$ cat config.mk
export PLATFORM = sky130hd
export DESIGN_NAME = dffram_arb2
export DESIGN_NICKNAME = d
export VERILOG_FILES = /design/src/rtl/dffram_pkg.sv /design/src/rtl/dffram_rsp_pipe.sv /design/src/rtl/dffram_arb2.sv
export SDC_FILE = /design/constraint.sdc
export NUM_CORES = 1
export LEC_CHECK = 0
export ABC_AREA = 1
export ABC_CLOCK_PERIOD_IN_PS = 2700
export BUFFER_PORTS_ARGS = -buffer_cell sky130_fd_sc_hd__buf_2
export CAP_MARGIN = 10
export CORE_AREA = 3 3 93 95
export CTS_BUF_LIST = sky130_fd_sc_hd__clkbuf_2
export CTS_CLUSTER_DIAMETER = 200
export DETAILED_ROUTE_END_ITERATION = 8
export DIE_AREA = 0 0 96 98
export GPL_ROUTABILITY_DRIVEN = 0
export PLACE_DENSITY = 0.74
export REMOVE_ABC_BUFFERS = 1
export SLEW_MARGIN = 15
export SYNTH_ARGS = -nofsm -noshare
export SYNTH_HDL_FRONTEND = slang
export SYNTH_SLANG_ARGS = --single-unit
$ cat constraint.sdc
create_clock -name CLK -period 2.7 [get_ports CLK]
set_input_delay 0.54 -clock CLK [delete_from_list [all_inputs] [get_ports CLK]]
set_output_delay 0.54 -clock CLK [all_outputs]
set_load 0.05 [all_outputs]
$ cat src/rtl/dffram_pkg.sv
// Shared types for the DFFRAM512x32 two-requester arbiter.
// Default geometry, FSM state enum and the RAM request bundle.
package dffram_pkg;

  localparam int AW_DEF    = 9;
  localparam int WSIZE_DEF = 4;
  localparam int DW_DEF    = 8 * WSIZE_DEF;

  typedef enum logic {
    IDLE,
    CLEAR
  } arb_state_e;

  typedef struct packed {
    logic                 en;
    logic [WSIZE_DEF-1:0] we;
    logic [AW_DEF-1:0]    a;
    logic [DW_DEF-1:0]    di;
  } ram_req_t;

endpackage

$ cat src/rtl/dffram_rsp_pipe.sv
// Read-response pipe: RD_LAT-deep {valid,id} shift register.
// Ports: push/push_id in at grant, out_vld/out_id at pipe exit.
module dffram_rsp_pipe #(
  parameter int RD_LAT = 1
) (
  input  logic clk,
  input  logic rst_n,
  input  logic push,
  input  logic push_id,
  output logic out_vld,
  output logic out_id
);

  logic [RD_LAT-1:0] vld_q, vld_d;
  logic [RD_LAT-1:0] id_q, id_d;

  always_comb begin
    vld_d = (vld_q << 1) | RD_LAT'(push);
    id_d  = (id_q << 1) | RD_LAT'(push_id);
  end

  always_ff @(posedge clk or negedge rst_n) begin
    if (!rst_n) begin
      vld_q <= '0;
      id_q  <= '0;
    end else begin
      vld_q <= vld_d;
      id_q  <= id_d;
    end
  end

  assign out_vld = vld_q[RD_LAT-1];
  assign out_id  = id_q[RD_LAT-1];

endmodule

$ cat src/rtl/dffram_arb2.sv
// Round-robin arbiter + clear sequencer for one DFFRAM512x32 macro.
// Ports: CLK/RSTn, CLR_REQ/BUSY, R0_*/R1_* requesters, RAM_* macro pins.
module dffram_arb2
  import dffram_pkg::*;
#(
  parameter int AW         = AW_DEF,
  parameter int WSIZE      = WSIZE_DEF,
  parameter int RD_LAT     = 1,
  parameter bit CLR_ON_RST = 1'b1
) (
  input  logic               CLK,
  input  logic               RSTn,
  input  logic               CLR_REQ,
  output logic               BUSY,
  input  logic               R0_VALID,
  output logic               R0_READY,
  input  logic [WSIZE-1:0]   R0_WE,
  input  logic [AW-1:0]      R0_A,
  input  logic [8*WSIZE-1:0] R0_DI,
  output logic               R0_RVALID,
  output logic [8*WSIZE-1:0] R0_DO,
  input  logic               R1_VALID,
  output logic               R1_READY,
  input  logic [WSIZE-1:0]   R1_WE,
  input  logic [AW-1:0]      R1_A,
  input  logic [8*WSIZE-1:0] R1_DI,
  output logic               R1_RVALID,
  output logic [8*WSIZE-1:0] R1_DO,
  output logic               RAM_EN,
  output logic [WSIZE-1:0]   RAM_WE,
  output logic [AW-1:0]      RAM_A,
  output logic [8*WSIZE-1:0] RAM_DI,
  input  logic [8*WSIZE-1:0] RAM_DO
);

  arb_state_e    state_q, state_d;
  logic [AW-1:0] clr_cnt_q, clr_cnt_d;
  logic          prio_q, prio_d;
  ram_req_t      req;
  logic          g0, g1;
  logic          push, push_id;
  logic          rsp_vld, rsp_id;

  always_comb begin
    state_d   = state_q;
    clr_cnt_d = clr_cnt_q;
    prio_d    = prio_q;
    req       = '0;
    R0_READY  = 1'b0;
    R1_READY  = 1'b0;
    push      = 1'b0;
    push_id   = 1'b0;
    g0 = R0_VALID & (~R1_VALID | ~prio_q);
    g1 = R1_VALID & (~R0_VALID | prio_q);
    unique case (state_q)
      IDLE: begin
        unique case (1'b1)
          g0: begin
            R0_READY = 1'b1;
            req      = '{1'b1, R0_WE, R0_A, R0_DI};
            prio_d   = 1'b1;
            push     = ~|R0_WE;
            push_id  = 1'b0;
          end
          g1: begin
            R1_READY = 1'b1;
            req      = '{1'b1, R1_WE, R1_A, R1_DI};
            prio_d   = 1'b0;
            push     = ~|R1_WE;
            push_id  = 1'b1;
          end
          default: ;
        endcase
        if (CLR_REQ) state_d = CLEAR;
      end
      CLEAR: begin
        req = '{1'b1, '1, clr_cnt_q, '0};
        if (clr_cnt_q == '1) begin
          clr_cnt_d = '0;
          state_d   = IDLE;
        end else begin
          clr_cnt_d = clr_cnt_q + 1'b1;
        end
      end
      default: ;
    endcase
    // Keep the macro and requesters quiet while reset is held,
    // even though the state register already sits in CLEAR.
    if (!RSTn) begin
      req      = '0;
      R0_READY = 1'b0;
      R1_READY = 1'b0;
      push     = 1'b0;
    end
  end

  always_ff @(posedge CLK or negedge RSTn) begin
    if (!RSTn) begin
      state_q   <= CLR_ON_RST ? CLEAR : IDLE;
      clr_cnt_q <= '0;
      prio_q    <= 1'b0;
    end else begin
      state_q   <= state_d;
      clr_cnt_q <= clr_cnt_d;
      prio_q    <= prio_d;
    end
  end

  dffram_rsp_pipe #(
    .RD_LAT (RD_LAT)
  ) u_rsp (
    .clk     (CLK),
    .rst_n   (RSTn),
    .push    (push),
    .push_id (push_id),
    .out_vld (rsp_vld),
    .out_id  (rsp_id)
  );

  assign BUSY      = (state_q == CLEAR);
  assign RAM_EN    = req.en;
  assign RAM_WE    = req.we;
  assign RAM_A     = req.a;
  assign RAM_DI    = req.di;
  assign R0_RVALID = rsp_vld & ~rsp_id;
  assign R1_RVALID = rsp_vld & rsp_id;
  assign R0_DO     = RAM_DO;
  assign R1_DO     = RAM_DO;

endmodule

Word level (Yosys, flattened, before mapping)
Index checks and enable logic that the tools add are counted.
- add/sub/neg operators: 1
- equality and inequality tests: 1
- multiplexer cells: 17
- bitwise gates (word level): 11
- reduce and logical (&&, ||, !) cells: 6
- operators by type and width (kind ; number):
    case mux 46 bit (2 select lines) ; 2
    two-way mux 46 bit ; 1
    two-way mux 1 bit ; 10
    adder 9 x 1 -> 9 bit (second input constant) ; 1
    == test 9 bit (second input constant) ; 1
    two-way mux 9 bit ; 1
    OR reduction 4 bit ; 2
    case mux 1 bit (2 select lines) ; 3
    inverter 1 bit ; 5
    bitwise AND 1 bit ; 4
    logical NOT 1 bit ; 2
    bitwise OR 1 bit ; 2
    AND reduction 2 bit ; 1
    nonzero test 2 bit ; 1
- bits in registers: 13
- bits of input ports: 127
- output and inout bits: 115
- logic and storage cells: 41

Longest topological paths before layout
- word-level depth: 6
- gate-level depth with buffers: 9
- gate-level depth less buffers: 9

By module
A second synthesis with hierarchy kept.
- cell total of the unflattened synthesis: 339
- area, all modules: 1983.2 um^2
- modules (own cells, without submodules) (module ; times used ; cells an instance ; area an instance (um^2) ; seq. area each (um^2)):
    dffram_arb2 ; 1 ; 337 ; 1933.1 ; 276.5
    dffram_rsp_pipe ; 1 ; 2 ; 50.0 ; 50.0

Worst setup path before layout
OpenSTA, ideal clock, no wires.
- kind: reg2out
- start: register state_q (netlist: BUSY)
- end: output port RAM_A[8]
- arrival time: 1922 ps
- data required time: 2160 ps
- setup slack: 238 ps
- cell stages (with the launch flop): 6
- path through: dfstp_2 -> inv_2 -> buf_2 -> nand2_1 -> inv_1 -> a21oi_1
- cells in the longest elaborated chain, start to end: 3
- ends and longest elaborated chain (element ; RTL line ; source):
    start: declaration ; dffram_arb2.sv:36 ; arb_state_e state_q, state_d;
    start signal: assignment ; dffram_arb2.sv:99 ; state_q <= CLR_ON_RST ? CLEAR : IDLE;
    start signal: assignment ; dffram_arb2.sv:103 ; state_q <= state_d;
    inverter 1 bit (no line) ; - ;
    case mux 46 bit (2 select lines) * ; dffram_arb2.sv:55 ; unique case (state_q)
    two-way mux 46 bit * ; dffram_arb2.sv:89 ; if (!RSTn) begin
    end: declaration ; dffram_arb2.sv:31 ; output logic [AW-1:0] RAM_A,
Mark *: on every way between the ends. The rest lies on a longest branch, timed or not.

Worst setup path in the final report
- start: input port R0_VALID
- end: output port RAM_DI[13]
- cells in the longest elaborated chain, start to end: 6
- elaborated cells on any way between the ends: 7
- ends and longest elaborated chain (element ; RTL line ; source):
    start: declaration ; dffram_arb2.sv:15 ; input logic R0_VALID,
    inverter 1 bit ; dffram_arb2.sv:54 ; g1 = R1_VALID & (~R0_VALID | prio_q);
    bitwise OR 1 bit ; dffram_arb2.sv:54 ;
    bitwise AND 1 bit ; dffram_arb2.sv:54 ;
    case mux 46 bit (2 select lines) * ; dffram_arb2.sv:57 ; unique case (1'b1)
    case mux 46 bit (2 select lines) * ; dffram_arb2.sv:55 ;
    two-way mux 46 bit * ; dffram_arb2.sv:89 ;
    end: declaration ; dffram_arb2.sv:32 ; output logic [8*WSIZE-1:0] RAM_DI,
Marks and branches as above.

==> flow_summary.ini <==
[floorplanning]
dieArea_um2 = 9410
fp-row-count = 32
die_y_um = 98
die_x_um = 96
initial_core_util_pct = 26.0
io_pins = 242
core_area_um2 = 7810

[global_routing]
track_usage_pct = 16.6
antenna_found_initial = 0
grt_pass1_wl_um = 12000
first_global_vias = 2135
overflow = 0
grt_max_degree = 35

[timing]
setup_ws_ns = 0.188
fin_crit_ns = 2.51
hold_violations = 0
tightest_slew_ns = 0.482
relSlewSlack_pct = 67.9
finalSetupViolations = 0
fin_crit_sh_pct = 93.1
rsz0062_at_grt = false
clock_skew_ns = 0.000660
max_freq_mhz = 398
fin_tns_setup_ns = 0
slew_viol_final = 0

[clocking]
cts_resized = 0
ctsHoldBuffers = 0
clk_latency_ns = 0.27
cts_inserted_buffers = 3
clock_path_buffers = 2
htreeDepth = 1
cts_tree = yes
post_cts_buffers = 0
clk_pin_slew_ns = 0.13
clock_sinks = 13
root_buffer = clkbuf_2

[placement]
place_hpwl_um = 7100
dpl_cell_area_um2 = 2330
preCtsSetupSlack_ns = 0.141
portBuffers = 145

[yosys]
yosysTopAreaCellShare_pct = 27.7
post-synth-top-count-cell = nand2_1
ys_ff_latch = 13
async_reset_ff_share_pct = 100
synth-edff-count = 0
ys_top_cells_by_area = nand2_1 (28%), buf_4 (25%), dfrtp_1 (15%), nand3_1 (7.2%), nor2_1 (3.3%)
yosys.area.top_type = nand2_1
ys.flop_type = dfrtp_1
yosys-top-cells-count = nand2_1 (150), buf_4 (67), nand3_1 (29), nor2_1 (18), inv_1 (16)
seq_area_frac_synth_pct = 16.1
ys_warn_count = 0
netlist-cell-type-count = 25
syn_inst = 342
syn-cell-area_um2 = 2030
avgSynthCellArea_um2 = 5.93

[power_and_ir_drop]
power_mw = 0.438
p_leak_nw = 1.57
p_int_mw = 0.296
clockPowerShare_pct = 23.6
seqPwrFrac_pct = 44.7
p_sw_share_pct = 32.4
vdd_drop_max_uv = 77.8
power.density_nw_per_um2 = 187
net-switching-power_mw = 0.142
pwr-share-comb_pct = 31.7

[critical_path]
path_buf_inv = 2
cp.required_ns = 2.16
crit_fanout = 34
critical_path.top_delay_family = simple AND/OR/NAND/NOR gates
slowest_stage = nor2_8
cp-end-kind = primary output
cp.arrival_ns = 1.97
crit_top_cell = nand2_1
start_kind = input port
crit_chain = buf_2 -> nand2_1 -> nor2_8 -> nand2_1 -> nand2_1 -> buf_2
cpPeakStageDelay_ns = 0.42
critPathKind = input port to primary output

[routing]
vias = 2380
drt_iter0_drc = 120
wl_per_cell_um = 16.2
drc = 0
dr.pass1.iters = 4
finalWirelength_um = 8370
postRouteAntennaNets = 0
via_per_inst = 4.59

[layout]
num_antenna_cells = 0
finish.net_count = 546
fin_area_um2 = 2350
area_delta_synth_final_pct = 15.8
drive_above_1_share_pct = 40.6

[run]
drv_cap = 0

[status]
outcome = completed

[min_path]
hold_class = input port to async pin
==> logic make-up after synthesis <==
kind of cell               Yosys count  synth area share [%]
and+or+nand+nor                    218                  47.0
buffers and inverters               96                  31.8
AOI/OAI and AO/OA                   13                  3.95
DFF                                 13                  16.1
adders and majority gates            2                  1.23
==> final timing paths <==
| check | startpoint | to | slack (ns) | depth (start not counted) |
|---|---|---|---|---|
| worst max-delay path | R0_VALID | RAM_DI[13] | 0.19 | 6 |
| worst min-delay path | RSTn | prio_q$_DFFE_PN0P_ | 0.25 | 2 |
| worst max register to register | clr_cnt_q[1]$_DFFE_PN0P_ | clr_cnt_q[0]$_DFFE_PN0P_ | 1.00 | 9 |
| worst min register to register | clr_cnt_q[8]$_DFFE_PN0P_ | clr_cnt_q[8]$_DFFE_PN0P_ | 0.51 | 2 |
| max in group asynchronous | RSTn | BUSY$_DFF_PN1_ | 2.17 | 2 |
| min in group CLK | CLR_REQ | BUSY$_DFF_PN1_ | 0.45 | 3 |
==> power by group through the flow <==
| stage | combinational, mW | sequential (mW) | clock, mW |
|---|---|---|---|
| 2_1_floorplan | 0.0455 | 0.200 | 0 |
| 3_3_place_gp | 0.135 | 0.199 | 0 |
| 3_5_place_dp | 0.138 | 0.199 | 0 |
| 4_1_cts | 0.138 | 0.196 | 0.109 |
| 5_1_grt | 0.152 | 0.196 | 0.119 |
| 6_report | 0.139 | 0.196 | 0.104 |
==> state kept, by name (all words and copies together), names as in the netlist <==
register / count
clr_cnt_q: 9
BUSY: 1
prio_q: 1
u_rsp.out_vld: 1
u_rsp.out_id: 1
==> per-layer routing <==
layer | GRT usage, % | up-vias | share of wire [%]
met2 | 21.5 | 161 | 41
li1 | - | 1150 | -
met3 | 13.9 | 13 | 18
met4 | 3.50 | 2 | 1.1
met1 | 20.4 | 1054 | 39
met5 | 6.11 | - | 0.51
==> cell type report <==
type	instances	area (µm²)
fill	884	5460
multi-input combinational	233	1060
timing repair buffer	147	741
sequential	13	327
tap	102	128
inverter	19	73.8
clock buffer	4	20.0
==> per-stage QoR <==
step	utilization [%]	std cells	hold WS, ns
after CTS	30.1	518	0.243
after floorplan	-	265	0.244
after global routing	30.1	518	0.233
after detailed placement	29.8	514	0.489
after global placement	29.8	514	0.483
final	30.1	518	0.251
==> cells in the final DEF, fill, tap and decap left out <==
master    count
nand3_1      29
a22oi_1       1
nand2_2      10
dfstp_2       1
inv_2         2
nor2_1       18
dfrtp_1      12
o21ai_0       2
a31oi_1       1
nand4_1       8
buf_4         2
o21bai_1      2
inv_1        16
a21oi_1       4
ha_1          2
nor2_4        1
clkbuf_2      4
buf_2       145
a22o_1        1
nor2_8        3
o22ai_1       2
nand2_1     149
inv_4         1
(Power assumes the default switching activity.)
